$ cat src/rtl/method_call_initiator_if.sv
// Req/busy method-call handshake between an initiator and a generated callee.
interface method_call_initiator_if;
  logic call_req;
  logic call_busy;

  modport master (output call_req, input call_busy);
  modport slave  (input call_req, output call_busy);
endinterface

$ cat src/rtl/method_call_initiator.sv
// Issues a programmable number of back-to-back calls over a req/busy handshake,
// measuring per-call latency and total run time, and aborting on timeout.
module method_call_initiator #(
  parameter int unsigned CNT_WIDTH  = 32,
  parameter int unsigned ITER_WIDTH = 16,
  parameter int unsigned TIMEOUT    = 1000
) (
  input  logic                      clk,
  input  logic                      reset,
  input  logic                      start,
  input  logic [ITER_WIDTH-1:0]     iterations,
  method_call_initiator_if.master   mc,
  output logic                      running,
  output logic                      done,
  output logic                      error,
  output logic [ITER_WIDTH-1:0]     completed,
  output logic [CNT_WIDTH-1:0]      last_latency,
  output logic [CNT_WIDTH-1:0]      total_cycles
);

  localparam logic [CNT_WIDTH-1:0] CNT_MAX  = {CNT_WIDTH{1'b1}};
  // Abort when the counter would reach TIMEOUT-1 on this edge.
  localparam logic [CNT_WIDTH-1:0] TO_LIMIT = CNT_WIDTH'(TIMEOUT - 2);

  typedef enum logic [2:0] {
    S_IDLE, S_WAIT_IDLE, S_REQ, S_RUN, S_GAP, S_FIN
  } state_e;

  state_e                state_q, state_d;
  logic [ITER_WIDTH-1:0] iter_q, iter_d;
  logic [CNT_WIDTH-1:0]  lat_q, lat_d;
  logic                  call_req_q, call_req_d;
  logic                  running_q, running_d;
  logic                  done_q, done_d;
  logic                  error_q, error_d;
  logic [ITER_WIDTH-1:0] completed_q, completed_d;
  logic [CNT_WIDTH-1:0]  last_latency_q, last_latency_d;
  logic [CNT_WIDTH-1:0]  total_q, total_d;

  logic [CNT_WIDTH-1:0]  lat_inc;
  logic [ITER_WIDTH-1:0] completed_inc;
  logic                  timeout_hit;

  // Next-state and registered-output computation.
  always_comb begin
    state_d        = state_q;
    iter_d         = iter_q;
    lat_d          = lat_q;
    call_req_d     = 1'b0;
    running_d      = running_q;
    done_d         = 1'b0;
    error_d        = error_q;
    completed_d    = completed_q;
    last_latency_d = last_latency_q;
    total_d        = total_q;

    lat_inc       = (lat_q == CNT_MAX) ? lat_q : lat_q + CNT_WIDTH'(1);
    completed_inc = completed_q + ITER_WIDTH'(1);
    timeout_hit   = (lat_q >= TO_LIMIT);

    if (running_q && total_q != CNT_MAX) begin
      total_d = total_q + CNT_WIDTH'(1);
    end

    case (state_q)
      S_IDLE: begin
        if (start) begin
          iter_d      = iterations;
          completed_d = '0;
          error_d     = 1'b0;
          total_d     = '0;
          lat_d       = '0;
          running_d   = 1'b1;
          state_d     = (iterations == '0) ? S_FIN : S_WAIT_IDLE;
        end
      end
      S_WAIT_IDLE: begin
        if (!mc.call_busy) begin
          lat_d      = '0;
          call_req_d = 1'b1;
          state_d    = S_REQ;
        end else if (timeout_hit) begin
          error_d = 1'b1;
          state_d = S_FIN;
        end else begin
          lat_d = lat_inc;
        end
      end
      S_REQ: begin
        lat_d = lat_inc;
        if (mc.call_busy) begin
          state_d = S_RUN;
        end else if (timeout_hit) begin
          error_d = 1'b1;
          state_d = S_FIN;
        end else begin
          call_req_d = 1'b1;
        end
      end
      S_RUN: begin
        lat_d = lat_inc;
        if (!mc.call_busy) begin
          last_latency_d = lat_inc;
          completed_d    = completed_inc;
          state_d        = (completed_inc < iter_q) ? S_GAP : S_FIN;
        end else if (timeout_hit) begin
          error_d = 1'b1;
          state_d = S_FIN;
        end
      end
      S_GAP: begin
        lat_d   = '0;
        state_d = S_WAIT_IDLE;
      end
      S_FIN: begin
        done_d    = 1'b1;
        running_d = 1'b0;
        state_d   = S_IDLE;
      end
      default: state_d = S_IDLE;
    endcase
  end

  // State and output registers with synchronous active-low reset.
  always_ff @(posedge clk) begin
    if (!reset) begin
      state_q        <= S_IDLE;
      iter_q         <= '0;
      lat_q          <= '0;
      call_req_q     <= 1'b0;
      running_q      <= 1'b0;
      done_q         <= 1'b0;
      error_q        <= 1'b0;
      completed_q    <= '0;
      last_latency_q <= '0;
      total_q        <= '0;
    end else begin
      state_q        <= state_d;
      iter_q         <= iter_d;
      lat_q          <= lat_d;
      call_req_q     <= call_req_d;
      running_q      <= running_d;
      done_q         <= done_d;
      error_q        <= error_d;
      completed_q    <= completed_d;
      last_latency_q <= last_latency_d;
      total_q        <= total_d;
    end
  end

  assign mc.call_req   = call_req_q;
  assign running       = running_q;
  assign done          = done_q;
  assign error         = error_q;
  assign completed     = completed_q;
  assign last_latency  = last_latency_q;
  assign total_cycles  = total_q;

endmodule
$ cat src/flat_wrapper.sv
// flat-port wrapper written by rule: the top's interface ports become plain ports
module method_call_initiator_flat 
#(
  parameter int unsigned CNT_WIDTH  = 32,
  parameter int unsigned ITER_WIDTH = 16,
  parameter int unsigned TIMEOUT    = 1000
)
  (clk, reset, start, iterations, running, done, error, completed, last_latency, total_cycles, mc_call_req, mc_call_busy);
  method_call_initiator_if mc_i ();
  input  logic clk;
  input  logic reset;
  input  logic start;
  input  logic [ITER_WIDTH-1:0] iterations;
  output logic running;
  output logic done;
  output logic error;
  output logic [ITER_WIDTH-1:0] completed;
  output logic [CNT_WIDTH-1:0] last_latency;
  output logic [CNT_WIDTH-1:0] total_cycles;
  output wire logic [$bits(mc_i.call_req)-1:0] mc_call_req;
  input wire logic [$bits(mc_i.call_busy)-1:0] mc_call_busy;
  assign mc_call_req = mc_i.call_req;
  assign mc_i.call_busy = mc_call_busy;
  method_call_initiator #(.CNT_WIDTH(CNT_WIDTH), .ITER_WIDTH(ITER_WIDTH), .TIMEOUT(TIMEOUT)) u_core (.clk(clk), .reset(reset), .start(start), .iterations(iterations), .mc(mc_i), .running(running), .done(done), .error(error), .completed(completed), .last_latency(last_latency), .total_cycles(total_cycles));
endmodule
$ cat config.mk
export PLATFORM = sky130hd
export DESIGN_NAME = method_call_initiator_flat
export DESIGN_NICKNAME = d
export VERILOG_FILES = /design/src/rtl/method_call_initiator_if.sv /design/src/rtl/method_call_initiator.sv /design/src/flat_wrapper.sv
export SDC_FILE = /design/constraint.sdc
export NUM_CORES = 1
export LEC_CHECK = 0
export BUFFER_PORTS_ARGS = -buffer_cell sky130_fd_sc_hd__buf_2
export CAP_MARGIN = 15
export CORE_MARGIN = 5
export CORE_UTILIZATION = 45
export DETAILED_ROUTE_END_ITERATION = 10
export PLACE_DENSITY = 0.65
export SETUP_SLACK_MARGIN = 0.05
export SLEW_MARGIN = 20
export SYNTH_ARGS = -nofsm -noshare
export SYNTH_HDL_FRONTEND = slang
export SYNTH_SLANG_ARGS = --single-unit
$ cat constraint.sdc
create_clock -name clk -period 6.5 [get_ports clk]
set_input_delay 0.65 -clock clk [delete_from_list [all_inputs] [get_ports clk]]
set_output_delay 0.65 -clock clk [all_outputs]
set_load 0.005 [all_outputs]
==> metrics.md <==
| Metric | Value |
|---|---|
| P&R area growth vs syn | 16.7% |
| Worst EP arrival | between 3000 and 4000 ps |
| Clock Latency Late Sink | about 420 ps |
| Die Area | 18300 sq um |
| PnR worst setup slack | 3580 ps |
| Cell with the most instances after synthesis | dfxtp_1 |
| FF+latch area | around 2700 sq um |
| Final WL | 18100 microns |
| Die width | roughly 140 microns |
| Initial antenna violation count | 0 |
| # fillers | 1520 |
| I/O Buffers | between 100 and 150 |
| DR DRC count | 0 |
| HP Class | flip-flop to flip-flop |
| Mapped cell area | 7050 sq um |
| DR iter-0 viols | 493 |
| Fmax | between 0.3 and 0.4 GHz |
| Final instance area | about 8000 sq um |
| Io pins | between 100 and 150 |
| Distinct cell type count after synthesis | slightly below 60 |
| Seq cells post-synth | 135 |
| Compound-cell area share of the yosys netlist | about 18% |
| Vias post-DR | 6532 |
| Leakage | ~3.2 nW |
| RSZ-0062 raised after global routing | false |
| Fin util | a little over half |
| Post-detail-place hpwl | 12500 microns |
| Cells after Synth | ~900 |
| Final GP Congestion | 0.865 |
| Max_cap viols | 0 |
| Pin count of the biggest net entering global routing | 50 |
| Routed WL per cell | ~15 microns |
| Synth area leader | dfxtp_1 |
| Main synth FF type | dfxtp_1 |
| Yosys top cell area share | about two fifths |
| Clk buf depth | 2 |
| Slew @ Worst Pin | between 1000 and 1500 ps |
| Post-synth top cells | 135 x dfxtp_1, 94 x nand2_1, 91 x a21oi_1 |
| Area contributors post-synth | dfxtp_1 38%, a21oi_1 6.5%, nand2_1 5.0% |
| DP Cell Count | 1157 |
| TritonCTS buffer count | 17 |
| Critical path class | flip-flop to flip-flop |
| H-Tree Depth | 4 |
| # setup viols final | 0 |
| Seq/Total Area, Yosys | a little under two fifths |
| Cell Count, Final, Fillers Out | 1189 |
| Core Region | 15300 sq um |
| # hold bufs at CTS | 0 |
| Crit path time final | about 3000 ps |
| CTS tree | yes |
| Largest family of logic cells by synthesized area | simple AND/OR/NAND/NOR gates |
| Fin nets | roughly 1k |
| Setup bufs post-CTS | 0 |
| CTS resizes | 0 |
| Peak supply drop | 0.000190 V |
| Antenna fix cells | 0 |
| Area of the multi-input gates | 4000 sq um |
| Clock Skew | ~7.3 ps |
| Placed cell areas | about 7600 sq um |
| Avg Inst Size Synth | between 7 and 8 sq um |
| Global-route wire length before repair | just under 30000 microns |
| Worst Setup End Kind | flip-flop |
| CP startpoint kind | flip-flop |
| Xor/xnor share of the synthesized area | roughly 8.3% |
| Row count | 45 |
| Root buffer cell | clkbuf_16 |
| WP data required | approximately 6900 ps |
| Starting density of the core | between 40% and 50% |
| Synthesized net count | 940 |
| Worst hold stages | 2 |
| Antenna violation net count after detailed routing | 0 |
| Synth warnings | 0 |
| Initial DRT Pass Iterations | 5 |
| Post-Synth Simple-Gate Area | between 20% and 30% |
| Sum Neg Setup Slack | 0 ps |
| Fin. Hold Viols | 0 |
| Global Route Usage Sum | a little under 20% |
| Gr ovfl total | 0 |
| Pwr dens | between 200 and 250 nW/um^2 |
| Max-slew violations | 0 |
| Synth Area in Adders | 3.51% |
| Share of layout cells above drive strength 1 | between 10% and 20% |
| Via/cell ratio | ~5.5 |
| Pre-CTS WS | around 3500 ps |
| Post-synthesis mux area share | less than 1% |
| Die height | 135 microns |
| Status | finished, final reports clean |
| Number of global-route vias before repair | just under 6k |
| Max_slew headroom | between 20% and 30% |
| Clk sinks | 135 |
| Post-synth EDFFs | 0 |
| Post-synthesis async set-or-reset flop share | 0% |
| Clock transition at the registers of the reported paths | about 60 ps |
| R2R depth | 5 |
| Post-route clock period utilization | between 40% and 50% |
| Crit-path max FO | 32 |
[through the flow]
stage / hold WS (ps) / total power, W
floorplan: 436 / 0.000959
global placement: 446 / 0.000997
detailed placement: 448 / 0.000998
CTS: 456 / 0.00198
global route: 468 / 0.00204
finish: 456 / 0.00197
[cell usage in the layout (no fill, tap or decap), types with 15 or more instances in the layout]
cell         n
a21oi_1     91
a31oi_1     29
and3_1      17
buf_2      103
clkbuf_16   17
dfxtp_1    135
ha_1        19
inv_1       27
nand2_1     94
nand3_1     39
nand4_1     37
nor2_1      73
nor3_1      26
nor4_1      15
o21ai_0     60
or3_1       15
xnor2_1     32
xor2_1      35
[final timing paths]
| kind | from | end | slack (ps) |
|---|---|---|---|
| max | u_core.state_q[1] | u_core.total_cycles[7] | 3580 |
| min | u_core.iter_q[5] | u_core.iter_q[5] | 460 |
| max reg2reg | u_core.state_q[1] | u_core.total_cycles[7] | 3580 |
| min reg2reg | u_core.iter_q[5] | u_core.iter_q[5] | 460 |
[power by group]
| part | internal (W) | leakage, nW | switching [W] |
|---|---|---|---|
| combinational | 0.0000432 | 1.85 | 0.0000827 |
| clock | 0.000619 | 0.291 | 0.000367 |
| sequential | 0.000842 | 1.09 | 0.0000124 |
[layer usage]
metal  track usage [%]  vias to the layer above  routed length [microns]
li1                  -                     3348                        -
met1              27.2                     3035                     8680
met2              31.1                      126                     8230
met3              4.31                       23                      842
met4              6.33                        0                      298
met5                 0                        -                        0
[sequential cells by signal, summed over array words and instances, names as in the netlist]
register / flops
u_core.completed: 16
u_core.done: 1
u_core.error: 1
u_core.iter_q: 16
u_core.last_latency: 32
u_core.lat_q: 32
u_core.mc.call_req: 1
u_core.running: 1
u_core.state_q: 3
u_core.total_cycles: 32
[logic make-up after synthesis]
kind of cell             Yosys count
AND/OR/NAND/NOR                  362
AO/OA/AOI/OAI                    223
flip-flops                       135
buffers and inverters             91
XOR/XNOR                          67
adder cells (fa/ha/maj)           20
multiplexers                       3
[layout make-up]
class	instances	area share, %
Multi-Input combinational cell	675	48.6
Sequential cell	135	32.9
Timing Repair Buffer	108	6.72
Clock buffer	19	5.51
Tap cell	211	3.21
Clock inverter	13	1.87
Inverter	28	1.28
[worst max-delay path: stages, from the launching register on]
cell and delay, ps:
dfxtp_1 540, nand2b_1 230, or3_1 610, nand2_1 810, or3_1 600, nand2_1 70
Note: power is estimated with default switching activity, not from simulation.
